[src/rtl/riscv_pkg.sv]
// Shared RV32 control-path types: load/store funct3 codes, the
// data-memory FSM state type and byte-enable encodings.
package riscv_pkg;

   localparam logic [2:0] F3_B  = 3'b000;
   localparam logic [2:0] F3_H  = 3'b001;
   localparam logic [2:0] F3_W  = 3'b010;
   localparam logic [2:0] F3_BU = 3'b100;
   localparam logic [2:0] F3_HU = 3'b101;

   localparam logic [3:0] BE_B0 = 4'b0001;
   localparam logic [3:0] BE_H0 = 4'b0011;
   localparam logic [3:0] BE_H1 = 4'b1100;
   localparam logic [3:0] BE_W  = 4'b1111;

   typedef enum logic [1:0] {
      IDLE,
      REQ,
      DONE
   } dm_state_t;

   typedef enum logic [1:0] {
      SZ_B,
      SZ_H,
      SZ_W
   } dm_size_t;

   // Undefined funct3 encodings fall through to a word access.
   function automatic dm_size_t f3_size(input logic [2:0] f3);
      dm_size_t sz;
      case (f3)
         F3_B, F3_BU: sz = SZ_B;
         F3_H, F3_HU: sz = SZ_H;
         default:     sz = SZ_W;
      endcase
      return sz;
   endfunction

endpackage

[src/rtl/dm_load_align.sv]
// Load lane select and sign/zero extension of the SRAM read word,
// driven by the latched byte offset and funct3.
module dm_load_align
   import riscv_pkg::*;
(
   input  logic [31:0] mem_rdata,
   input  logic [1:0]  off,
   input  logic [2:0]  funct3,
   output logic [31:0] rdata
);

   logic [31:0] shifted;
   logic [7:0]  byte_v;
   logic [15:0] half_v;

   always_comb begin
      shifted = mem_rdata >> {off, 3'b000};
      byte_v  = shifted[7:0];
      half_v  = off[1] ? mem_rdata[31:16] : mem_rdata[15:0];
      case (funct3)
         F3_B:    rdata = {{24{byte_v[7]}}, byte_v};
         F3_BU:   rdata = {24'h0, byte_v};
         F3_H:    rdata = {{16{half_v[15]}}, half_v};
         F3_HU:   rdata = {16'h0, half_v};
         default: rdata = mem_rdata;
      endcase
   end

endmodule

[src/rtl/dm_access_unit.sv]
// Data-memory access FSM: req/ack to the SRAM, pipeline stall and
// extended load return. Define DM_ACCESS_TIMEOUT_EN for the ack timeout.
module dm_access_unit
   import riscv_pkg::*;
#(
   parameter int ADDR_W  = 32,
   parameter int DATA_W  = 32,
   parameter int TIMEOUT = 16
)(
   input  logic              clk,
   input  logic              rst,
   input  logic              dm_en,
   input  logic              dm_write,
   input  logic [2:0]        funct3,
   input  logic [ADDR_W-1:0] addr,
   input  logic [DATA_W-1:0] wdata,
   output logic              stall,
   output logic [DATA_W-1:0] rdata,
   output logic              rdata_valid,
   output logic              err,
   output logic              mem_req,
   output logic              mem_we,
   output logic [ADDR_W-1:0] mem_addr,
   output logic [DATA_W-1:0] mem_wdata,
   output logic [3:0]        mem_be,
   input  logic              mem_ack,
   input  logic [DATA_W-1:0] mem_rdata
);

   dm_state_t         state_q, state_d;
   logic              mem_req_q, mem_req_d;
   logic              mem_we_q, mem_we_d;
   logic [ADDR_W-1:0] mem_addr_q, mem_addr_d;
   logic [DATA_W-1:0] mem_wdata_q, mem_wdata_d;
   logic [3:0]        mem_be_q, mem_be_d;
   logic [DATA_W-1:0] rdata_q, rdata_d;
   logic              rdata_valid_q, rdata_valid_d;
   logic              err_q, err_d;
   logic [2:0]        funct3_q, funct3_d;
   logic [1:0]        off_q, off_d;

`ifdef DM_ACCESS_TIMEOUT_EN
   localparam int CNT_W = $clog2(TIMEOUT);
   logic [CNT_W-1:0] cnt_q, cnt_d;
`endif

   dm_size_t          size_in;
   logic              aligned;
   logic [DATA_W-1:0] ld_data;

   dm_load_align u_align (
      .mem_rdata (mem_rdata),
      .off       (off_q),
      .funct3    (funct3_q),
      .rdata     (ld_data)
   );

   always_comb begin
      size_in = f3_size(funct3);
      case (size_in)
         SZ_B:    aligned = 1'b1;
         SZ_H:    aligned = ~addr[0];
         default: aligned = (addr[1:0] == 2'b00);
      endcase
   end

   assign stall = (state_q == IDLE && dm_en && aligned) || (state_q == REQ);

   always_comb begin
      state_d       = state_q;
      mem_req_d     = mem_req_q;
      mem_we_d      = mem_we_q;
      mem_addr_d    = mem_addr_q;
      mem_wdata_d   = mem_wdata_q;
      mem_be_d      = mem_be_q;
      rdata_d       = rdata_q;
      rdata_valid_d = 1'b0;
      err_d         = 1'b0;
      funct3_d      = funct3_q;
      off_d         = off_q;
`ifdef DM_ACCESS_TIMEOUT_EN
      cnt_d         = cnt_q;
`endif
      case (state_q)
         IDLE: begin
            if (dm_en && aligned) begin
               state_d    = REQ;
               mem_req_d  = 1'b1;
               mem_we_d   = dm_write;
               mem_addr_d = {addr[ADDR_W-1:2], 2'b00};
               funct3_d   = funct3;
               off_d      = addr[1:0];
               case (size_in)
                  SZ_B: begin
                     mem_be_d    = BE_B0 << addr[1:0];
                     mem_wdata_d = {4{wdata[7:0]}};
                  end
                  SZ_H: begin
                     mem_be_d    = addr[1] ? BE_H1 : BE_H0;
                     mem_wdata_d = {2{wdata[15:0]}};
                  end
                  default: begin
                     mem_be_d    = BE_W;
                     mem_wdata_d = wdata;
                  end
               endcase
               if (!dm_write) mem_be_d = BE_W;
            end else if (dm_en) begin
               err_d = 1'b1;
            end
         end
         REQ: begin
            if (mem_ack) begin
               state_d   = DONE;
               mem_req_d = 1'b0;
`ifdef DM_ACCESS_TIMEOUT_EN
               cnt_d     = '0;
`endif
               if (!mem_we_q) begin
                  rdata_d       = ld_data;
                  rdata_valid_d = 1'b1;
               end
`ifdef DM_ACCESS_TIMEOUT_EN
            end else if (cnt_q == CNT_W'(TIMEOUT - 1)) begin
               state_d   = DONE;
               mem_req_d = 1'b0;
               err_d     = 1'b1;
               cnt_d     = '0;
            end else begin
               cnt_d = cnt_q + 1'b1;
`endif
            end
         end
         default: state_d = IDLE;
      endcase
   end

   always_ff @(posedge clk) begin
      if (rst) begin
         state_q       <= IDLE;
         mem_req_q     <= 1'b0;
         mem_we_q      <= 1'b0;
         mem_addr_q    <= '0;
         mem_wdata_q   <= '0;
         mem_be_q      <= '0;
         rdata_q       <= '0;
         rdata_valid_q <= 1'b0;
         err_q         <= 1'b0;
         funct3_q      <= '0;
         off_q         <= '0;
`ifdef DM_ACCESS_TIMEOUT_EN
         cnt_q         <= '0;
`endif
      end else begin
         state_q       <= state_d;
         mem_req_q     <= mem_req_d;
         mem_we_q      <= mem_we_d;
         mem_addr_q    <= mem_addr_d;
         mem_wdata_q   <= mem_wdata_d;
         mem_be_q      <= mem_be_d;
         rdata_q       <= rdata_d;
         rdata_valid_q <= rdata_valid_d;
         err_q         <= err_d;
         funct3_q      <= funct3_d;
         off_q         <= off_d;
`ifdef DM_ACCESS_TIMEOUT_EN
         cnt_q         <= cnt_d;
`endif
      end
   end

   assign mem_req     = mem_req_q;
   assign mem_we      = mem_we_q;
   assign mem_addr    = mem_addr_q;
   assign mem_wdata   = mem_wdata_q;
   assign mem_be      = mem_be_q;
   assign rdata       = rdata_q;
   assign rdata_valid = rdata_valid_q;
   assign err         = err_q;

endmodule

[config.mk]
export PLATFORM = sky130hd
export DESIGN_NAME = dm_access_unit
export DESIGN_NICKNAME = d
export VERILOG_FILES = /design/src/rtl/riscv_pkg.sv /design/src/rtl/dm_load_align.sv /design/src/rtl/dm_access_unit.sv
export SDC_FILE = /design/constraint.sdc
export NUM_CORES = 1
export LEC_CHECK = 0
export CAP_MARGIN = 25
export CORE_ASPECT_RATIO = 1.5
export CORE_MARGIN = 2
export CORE_UTILIZATION = 40
export CTS_CLUSTER_DIAMETER = 100
export DETAILED_ROUTE_END_ITERATION = 7
export DONT_BUFFER_PORTS = 1
export HOLD_SLACK_MARGIN = 0.05
export SKIP_LAST_GASP = 1
export SYNTH_ARGS = -nofsm -noshare
export SYNTH_HDL_FRONTEND = slang
export SYNTH_HIERARCHICAL = 1
export SYNTH_SLANG_ARGS = --single-unit
export TNS_END_PERCENT = 20
[constraint.sdc]
create_clock -name clk -period 3.9 [get_ports clk]
set_input_delay 0.585 -clock clk [delete_from_list [all_inputs] [get_ports clk]]
set_output_delay 0.585 -clock clk [all_outputs]
set_load 0.01 [all_outputs]
* Word-level counts from Yosys, hierarchy flattened
Cells that the tools add are included.
** Storage, ports and cells
- Logic and storage cells :: 62
- Output and inout port bits :: 105
- Register bits :: 109
** Operators by class
- Bitwise logic cells :: 5
- Shifts and indexed selects :: 2
- Equality and inequality tests :: 10
- Reductions and logical operators :: 18
- Mux-type cells :: 16
** Operators with widths (count)
- 32-bit case mux with 4 select lines :: 1
- 32-bit case mux with 2 select lines :: 1
- 32-bit by 5-bit right shift with 8-bit output :: 1
- 16-bit two-way mux :: 1
- 3-bit equality test, second input constant :: 4
- 4-bit two-way mux :: 2
- 2-bit case mux with 2 select lines :: 2
- 4-bit case mux with 2 select lines :: 1
- 3-bit by 1-bit equality test with 1-bit output, second input constant :: 2
- 2-bit logical NOT :: 3
- 3-bit logical NOT :: 2
- 3-bit AND reduction :: 2
- 3-bit OR reduction :: 2
- 1-bit NOT :: 5
- 2-bit by 1-bit equality test with 1-bit output, second input constant :: 2
- 1-bit two-way mux :: 4
- 2-bit two-way mux :: 2
- 1-bit case mux with 2 select lines :: 2
- 2-bit AND reduction :: 2
- 2-bit OR reduction :: 2
- 1-bit by 2-bit << shifter with 4-bit output, first input constant :: 1
- 1-bit logical AND :: 3
- 2-bit by 1-bit != test with 1-bit output, second input constant :: 1
- 2-bit != test, second input constant :: 1
- 2 further kinds :: 2

* Longest topological paths before layout
Gate-level depths: netlist of run 1.
- Word-level depth :: 8
- Depth in mapped cells :: 8
- Gate-level depth less buffers :: 6

* Hierarchy
The synthesis of run 1 kept the hierarchy.
** Modules (own cells, without submodules)
- dm_access_unit :: cells an instance 520, area each 4650.7 sq um, times used 1, sequential area each 2182.1 sq um
- dm_load_align :: cells an instance 109, area each 628.1 sq um, times used 1, sequential area each 0.0 sq um

* Worst setup path before layout of run 1
OpenSTA, ideal clock, no wires.
- Path type :: input-to-output
- Start :: input funct3[1]
- End :: output stall
- Buffers on the path :: 2
- Stages on the path :: 5
- Setup slack :: 1.909 ns
- Arrival :: 1.406 ns
- Path through :: buf_2 > nor2_1 > buf_2 > o21ai_0 > a21oi_1
** On the way
- Cells in the longest elaborated chain, start to end :: 7
- Elaborated cells between the ends (all ways) :: 12
- Classes of those cells :: eq/ne: 4; mux: 2; reduce/logical: 6
** Ends and longest elaborated chain
- from (decl) :: RTL line dm_access_unit.sv:14 : input logic [2:0] funct3,
- 3-bit by 1-bit equality test with 1-bit output, or another cell as far along :: RTL line riscv_pkg.sv:31 : case (f3)
- 2-bit OR reduction :: RTL line riscv_pkg.sv:31
- 2-bit case mux with 2 select lines * :: RTL line riscv_pkg.sv:31
- 2-bit by 1-bit equality test with 1-bit output or 2-bit logical NOT (tied branches) :: RTL line dm_access_unit.sv:60 : case (size_in)
- 1-bit case mux with 2 select lines * :: RTL line dm_access_unit.sv:60
- 1-bit logical AND * :: RTL line dm_access_unit.sv:67 : assign stall = (state_q == IDLE && dm_en && aligned) || (state_q == REQ);
- 1-bit logical OR * :: RTL line dm_access_unit.sv:67
- to (decl) :: RTL line dm_access_unit.sv:17 : output logic stall,
Every way passes the cells marked *; elsewhere a longest branch is shown, timed or not.

* Worst setup path after layout of run 1
- Start :: input addr[1]
- End :: output stall
** On the way
- Cells in the longest elaborated chain, start to end :: 4
** Ends and longest elaborated chain
- from (decl) :: RTL line dm_access_unit.sv:15 : input logic [ADDR_W-1:0] addr,
- 2-bit logical NOT :: RTL line dm_access_unit.sv:63 : default: aligned = (addr[1:0] == 2'b00);
- 1-bit case mux with 2 select lines :: RTL line dm_access_unit.sv:60
- 1-bit logical AND :: RTL line dm_access_unit.sv:67
- 1-bit logical OR :: RTL line dm_access_unit.sv:67
Every way passes these cells.

==> results of run 1 <==
## worst paths after layout
kind	slack [ps]	startpoint	to	cells after the start
setup / recovery	1350	addr[1]	stall	3
hold / removal	300	rst	rdata[16]$_SDFFE_PP0P_	1
setup reg to reg	1760	off_q[1]$_SDFFE_PP0P_	rdata[26]$_SDFFE_PP0P_	6
hold reg to reg	490	funct3_q[2]$_SDFFE_PP0P_	funct3_q[2]$_SDFFE_PP0P_	2
## flip-flops by register name, summed over array words and instances, names as in the netlist
name,cells
err,1
mem_wdata,32
off_q,2
funct3_q,3
state_q,2
mem_we,1
rdata,32
mem_be,4
rdata_valid,1
mem_req,1
mem_addr,30
## worst max-delay path: stages
cell and delay (ps):
a21oi_2 730, o21ai_0 280, a21oi_1 370
## synth_stat cells, types with 2 or more instances
cell / number
nand2_1: 199
dfxtp_1: 109
mux2i_1: 61
a21oi_1: 43
clkbuf_1: 28
o21ai_0: 19
buf_2: 18
o211ai_1: 18
o211a_1: 16
mux2_2: 13
nand2b_1: 11
nor2_1: 10
a22oi_1: 8
o2111ai_1: 8
or3b_2: 8
inv_1: 6
buf_4: 5
nor3_1: 5
nor2b_1: 4
a221oi_1: 3
buf_6: 3
and3_1: 2
nand2_2: 2
nand3b_1: 2
o21a_1: 2
o21bai_1: 2
o41ai_1: 2
## layout make-up
class	instances	area share
clock buffer	9	0.04066
sequential	109	0.3939
multi-input combinational	457	0.5012
timing repair buffer	6	0.008132
inverter	7	0.004970
clock inverter	7	0.01513
tap	159	0.03592
## report_power, final
| part | switching (W) | internal (W) |
|---|---|---|
| clock | 0.000438 | 0.000509 |
| sequential | 0.0000852 | 0.00118 |
| combinational | 0.000160 | 0.000126 |
| total | 0.000683 | 0.00181 |
## routing by layer
metal	part of all wire	up-vias	track usage
li1	-	2069	-
met1	0.36	2026	0.2026
met2	0.53	176	0.3499
met3	0.095	18	0.08261
met4	0.022	0	0.07383
met5	0	-	0
## through the flow
stage / instances / util / hold slack (ps) / setup slack [ps] / cell area, sq um
3_5_place_dp: 738 / 0.4037 / 483.6 / 1292 / 5230
4_1_cts: 754 / 0.4276 / 280.9 / 1354 / 5539
2_1_floorplan: 630 / - / 448.3 / 1909 / 5283
6_report: 754 / 0.4276 / 304.1 / 1345 / 5539
5_1_grt: 754 / 0.4276 / 278.6 / 1243 / 5539
3_3_place_gp: 738 / 0.4037 / 481.7 / 1359 / 5230
## cell families (layout without fill, tap and decap cells)
kind of cell / count (synthesis) / in the layout / synth area share
AOI/OAI and AO/OA: 127 / 127 / 0.1654
buffers and inverters: 64 / 29 / 0.06281
DFF: 109 / 109 / 0.4134
muxes: 75 / 75 / 0.1477
other: 1 / 2 / 0.0007104
and+or+nand+nor: 253 / 253 / 0.2100
==> results.yml, run 1 <==
cells_and_area:
  fillCellCount: 1319
  final_common_cell: "nand2_1"
  final_net_count: 694
  multi_input_area_sq_um: 2776
  syn_to_final_growth_pct: 4.930
  diodes: 0
  drive_gt1_frac: 0.09244
  layout_common_cells: "nand2_1 (199), dfxtp_1 (109), mux2i_1 (61)"
  seqCellArea_sq_um: 2182
grt:
  antenna_found_initial: 0
  gr-total-overflow: 0
  grt_start_max_net_pins: 67
  gr-usage-all-layers: 0.1949
  grt_first_pass_wirelength_mm: 21.99
  grt_pass1_vias: 4053
yosys:
  ys_warn_count: 6
  netlist.area_leader.share: 0.4134
  synth_flop_cell: "dfxtp_1"
  synth_cells: 629
  async_reset_ff_frac: 0
  ys_seq_area_frac: 0.4134
  ys_top_cells_by_area: "dfxtp_1 (41%), nand2_1 (14%), mux2i_1 (12%)"
  yosys.area.top_type: "dfxtp_1"
  syn_avg_cell_area_sq_um: 8.392
  synth_cell_types: 49
  synth_edf_count: 0
  syn_area_sq_um: 5279
  ys_seq_elements: 109
routing:
  vias_per_cell: 5.688
  antenna_left: 0
  vias: 4289
  drc_errors: 0
  routedWlPerCell_microns: 19.22
  routed_wl_mm: 14.49
  first_iter_violations: 141
  dr.pass1.iters: 5
sta:
  fin_crit_ps: 2555
  final-hold-violation-count: 0
  setup_tns_ps: 0
  worstMarginPinSlew_ps: 956.3
  layout_worst_path_cycle_share: 0.6551
  slew_headroom: 0.3625
  setup_violations: 0
  rsz0062_at_grt: "no"
  finClkSkew_ps: 9.633
  clock.fmax_mhz: 391.4
  slew_viol_final: 0
clocking:
  path_clk_slew_ps: 80
  cts_tree: "yes"
  cts_root_buffer: "clkbuf_16"
  clk_path_buf_depth: 2
  hold_buffers: 0
  ctsHtreeMaxLevel: 3
  clock_latency_ps: 340
  numCtsBuffers: 9
  post_cts_resized: 0
  numClockSinks: 109
  postCtsSetupRepairBufs: 0
critical_path:
  path_class: "input port to output pin"
  crit_path_max_fanout: 20
  startpoint_type: "input port"
  crit_path_end_kind: "output pin"
  cp.arrival_ps: 1970
  crit_required_ps: 3310
die:
  rows: 51
  core_sq_um: 12950
  die-area_sq_um: 14150
  die_h_microns: 144.7
  num_io_pins: 209
  die_w_microns: 97.80
  floorplan.initialDensity: 0.4075
power_and_ir_drop:
  total_power_w: 0.002496
  p_leak_nw: 2.150
  power_density_nw_per_um2: 450.6
  vdd_drop_max_v: 0.0002998
placement:
  place_congestion: 0.8744
  port_buffers: 0
  hpwlAfterDp_mm: 10.56
flow_run:
  max_cap_viol_count: 0
hold_path:
  hold_class: "input port to register"
run_status:
  outcome: "complete, no violations"
Note: power is estimated with default switching activity, not from simulation.
==> run 2: changes to the inputs <==
==> constraint.sdc (replaced) <==
create_clock -name clk -period 2 [get_ports clk]
set_input_delay 0.3 -clock clk [delete_from_list [all_inputs] [get_ports clk]]
set_output_delay 0.3 -clock clk [all_outputs]
set_load 0.01 [all_outputs]
==> results.yml, run 2 (synthesized netlist as in run 1, its figures left out) <==
run_status:
  outcome: "complete, no violations"
die:
  die_h_microns: 144.7
  num_io_pins: 209
  floorplan.initialDensity: 0.4075
  die-area_sq_um: 14150
  rows: 51
  core_sq_um: 12950
  die_w_microns: 97.80
cells_and_area:
  syn_to_final_growth_pct: 8.035
  layout_common_cells: "nand2_1 (199), dfxtp_1 (109), mux2i_1 (61)"
  final_common_cell: "nand2_1"
  diodes: 0
  drive_gt1_frac: 0.1162
  final_core_util: 0.4403
  final_net_count: 710
routing:
  vias_per_cell: 5.695
  antenna_left: 0
  vias: 4385
  routed_wl_mm: 14.84
  dr.pass1.iters: 5
  first_iter_violations: 182
  drc_errors: 0
  routedWlPerCell_microns: 19.27
clocking:
  ctsHtreeMaxLevel: 3
  clk_path_buf_depth: 2
  cts_tree: "yes"
  post_cts_resized: 0
  postCtsSetupRepairBufs: 0
  path_clk_slew_ps: 80
  clock_latency_ps: 350
  numCtsBuffers: 9
  numClockSinks: 109
  cts_root_buffer: "clkbuf_16"
placement:
  dp_slack_ps: 139.4
  port_buffers: 0
  place_congestion: 0.9268
  hpwlAfterDp_mm: 11.03
grt:
  grt_start_max_net_pins: 63
  grt_pass1_vias: 4200
  gr-usage-all-layers: 0.2024
  gr-total-overflow: 0
  antenna_found_initial: 0
  grt_first_pass_wirelength_mm: 22.45
critical_path:
  r2r-start: "off_q[0]$_SDFFE_PP0P_"
  path_class: "register to register"
  crit_required_ps: 2230
  r2r_setup_slack_ps: 130
  startpoint_type: "register"
  cp.arrival_ps: 2100
  crit_path_max_fanout: 16
  crit_path_end_kind: "register"
  crit_path_start: "off_q[0]$_SDFFE_PP0P_"
sta:
  setup_violations: 0
  slew_viol_final: 0
  rsz0062_at_grt: "no"
  worstMarginPinSlew_ps: 846.7
  finClkSkew_ps: 7.132
  final-hold-violation-count: 0
  setup_tns_ps: 0
  slew_headroom: 0.4355
  clock.fmax_mhz: 534.9
  finalWorstSetupSlack_ps: 130.4
  layout_worst_path_cycle_share: 0.9348
  fin_crit_ps: 1870
power_and_ir_drop:
  power_density_nw_per_um2: 851.4
  vdd_drop_max_v: 0.0003771
  p_leak_nw: 2.253
  total_power_w: 0.004855
hold_path:
  hold_start: "addr[14]"
  hold_class: "input port to register"
flow_run:
  max_cap_viol_count: 0
run 2: cell types whose count changed in the layout (fill, tap and decap cells not counted), sizes merged:
cell	change
clkinvlp	-2
buf	+16
inv	+1
clkinv	+2
bufinv	-1
run 2: area by class of cell:
type / count / area, sq um
clock inverters: 7 / 77.57
multi-input cells: 457 / 2776
fillers: 1324 / 7251
flip-flops and latches: 109 / 2182
clock buffers: 9 / 225.2
inverters: 7 / 27.53
repair buffers: 22 / 215.2
well taps: 159 / 198.9
run 2: path summary, 6_finish.rpt:
path,end,cells after the start
worst max register to register,rdata[19]$_SDFFE_PP0P_,6
worst max-delay path,rdata[19]$_SDFFE_PP0P_,6
worst min register to register,funct3_q[2]$_SDFFE_PP0P_,2
worst min-delay path,mem_addr[14]$_SDFFE_PP0P_,2
run 2: critical path, cell delays in order, from the launching register on:
cell	delay, ps
dfxtp_1	380
mux4_2	580
nor3b_4	190
o21bai_4	360
nand2_1	100
nand2_1	70
a21oi_1	60
run 2: stage by stage:
stage,hold WS (ps),cell area (sq um),instances
after CTS,66.60,5703,770
after global placement,374.0,5380,753
after floorplan,442.1,5283,630
after detailed placement,375.4,5380,753
final,79.64,5703,770
after global routing,71.92,5703,770
run 2: power breakdown:
group          internal [W]  switching, W
sequential          0.00230      0.000155
clock              0.000887      0.000894
combinational      0.000278      0.000342
run 2: repair_timing:
| action | CTS | global route |
|---|---|---|
| endpoints found under the setup margin | 0 | 1 |
| hold buffers | 1 | 0 |
| hold endpoints to repair | 41 | 0 |
run 2: per-layer routing:
metal  vias to the layer above  routed length [microns]  GRT usage
li1                       2106                        -          -
met1                      2039                     4995     0.1984
met2                       200                     7737     0.3677
met3                        40                     1532    0.07925
met4                         0                      574     0.1067
met5                         -                        0          0
==> run 3: changes to the inputs <==
--- a/config.mk
+++ b/config.mk
@@ -9,6 +9,7 @@
 export CORE_ASPECT_RATIO = 1.5
 export CORE_MARGIN = 2
 export CORE_UTILIZATION = 40
+export CTS_BUF_LIST = sky130_fd_sc_hd__clkbuf_4 sky130_fd_sc_hd__clkbuf_8
 export CTS_CLUSTER_DIAMETER = 100
 export DETAILED_ROUTE_END_ITERATION = 7
 export DONT_BUFFER_PORTS = 1
==> results.yml, run 3 (synthesized netlist as in run 1, its figures left out) <==
run_status:
  outcome: "complete, no violations"
die:
  core_sq_um: 12950
  num_io_pins: 209
  rows: 51
  die_w_microns: 97.80
  die-area_sq_um: 14150
  floorplan.initialDensity: 0.4075
  die_h_microns: 144.7
routing:
  dr.pass1.iters: 6
  first_iter_violations: 179
  drc_errors: 0
  antenna_left: 0
  vias: 4574
  routed_wl_mm: 15.43
  routedWlPerCell_microns: 19.12
  vias_per_cell: 5.668
placement:
  hpwlAfterDp_mm: 11.03
  dp_slack_ps: 139.4
  dp.cells: 753
  port_buffers: 0
  place_congestion: 0.9268
cells_and_area:
  diodes: 0
  syn_to_final_growth_pct: 13.13
  final_net_count: 747
  layout_common_cells: "nand2_1 (199), dfxtp_1 (109), mux2i_1 (61)"
  drive_gt1_frac: 0.1096
  fin_cells: 807
  final_common_cell: "nand2_1"
sta:
  finalWorstSetupSlack_ps: 128.1
  rsz0062_at_grt: "no"
  layout_worst_path_cycle_share: 0.9360
  clock.fmax_mhz: 534.2
  setup_violations: 0
  slew_headroom: 0.4275
  final-hold-violation-count: 0
  slew_viol_final: 0
  setup_tns_ps: 0
  fin_crit_ps: 1872
  worstMarginPinSlew_ps: 858.7
  finClkSkew_ps: 10.90
critical_path:
  crit_required_ps: 2270
  startpoint_type: "register"
  crit_path_end_kind: "register"
  cp.arrival_ps: 2140
  r2r_setup_slack_ps: 130
  path_class: "register to register"
  crit_path_max_fanout: 16
clocking:
  clk_path_buf_depth: 2
  ctsHtreeMaxLevel: 3
  numClockSinks: 109
  path_clk_slew_ps: 110
  clock_latency_ps: 380
  cts_tree: "yes"
  cts_root_buffer: "clkbuf_8"
  numCtsBuffers: 9
grt:
  grt_first_pass_wirelength_mm: 23.34
  grt_start_max_net_pins: 63
  gr-total-overflow: 0
  grt_pass1_vias: 4416
  antenna_found_initial: 0
  gr-usage-all-layers: 0.2089
power_and_ir_drop:
  total_power_w: 0.004482
  switching_share: 0.3040
  power_frac_seq: 0.548
  pwr-share-comb: 0.153
  p_int_w: 0.003120
  p_clk_frac: 0.299
  power_density_nw_per_um2: 750.5
  vdd_drop_max_v: 0.0003653
  p_leak_nw: 2.361
  p_switching_w: 0.001363
flow_run:
  max_cap_viol_count: 0
hold_path:
  hold_class: "input port to register"
[run 3: stage by stage]
stage	hold WS, ps	utilization	instance area, sq um
after floorplan	442.1	-	5283
after global placement	374.0	0.4153	5380
after detailed placement	375.4	0.4153	5380
after CTS	51.40	0.4610	5972
after global routing	58.17	0.4610	5972
final	74.02	0.4610	5972
[run 3: what timing repair did]
action / 4_1_cts / 5_1_grt
endpoints found under the hold margin: 78 / 0
setup endpoints to repair: 0 / 2
gates resized for setup: 0 / 0
setup buffers: 0 / 0
hold buffers: 38 / 0
[run 3: cell type report]
class | instances | area (sq um)
Clock buffer | 9 | 123.9
Timing Repair Buffer | 59 | 585.6
Fill cell | 1262 | 6982
Tap cell | 159 | 198.9
Multi-Input combinational cell | 457 | 2776
Clock inverter | 7 | 77.57
Inverter | 7 | 27.53
Sequential cell | 109 | 2182
[run 3: power by group through the flow]
stage	Clock (W)	Sequential [W]	Combinational (W)
after floorplan	0	0.00247	0.000537
after global placement	0	0.00250	0.000592
after detailed placement	0	0.00251	0.000608
after CTS	0.00139	0.00246	0.000688
after global routing	0.00146	0.00247	0.000757
final	0.00134	0.00246	0.000687
[run 3: per-layer routing]
layer  part of all wire  wire [microns]  global-route usage  vias up
met5                  0               0                   0        -
met4              0.043             670              0.1118        0
met3              0.095            1462             0.07925       44
met2               0.52            8043              0.3844      208
met1               0.34            5257              0.2019     2135
li1                   -               -                   -     2187
[run 3: path summary, 6_finish.rpt]
| check | end | cells past startpoint | from |
|---|---|---|---|
| worst min-delay path | mem_addr[7]$_SDFFE_PP0P_ | 2 | addr[7] |
| worst max-delay path | rdata[19]$_SDFFE_PP0P_ | 6 | off_q[0]$_SDFFE_PP0P_ |
| worst max register to register | rdata[19]$_SDFFE_PP0P_ | 6 | off_q[0]$_SDFFE_PP0P_ |
| worst min register to register | funct3_q[2]$_SDFFE_PP0P_ | 2 | funct3_q[2]$_SDFFE_PP0P_ |
[run 3: critical path, stage by stage, from the launching register on]
cell,delay (ps)
dfxtp_1,400
mux4_2,580
nor3b_4,190
o21bai_4,360
nand2_1,100
nand2_1,70
a21oi_1,60
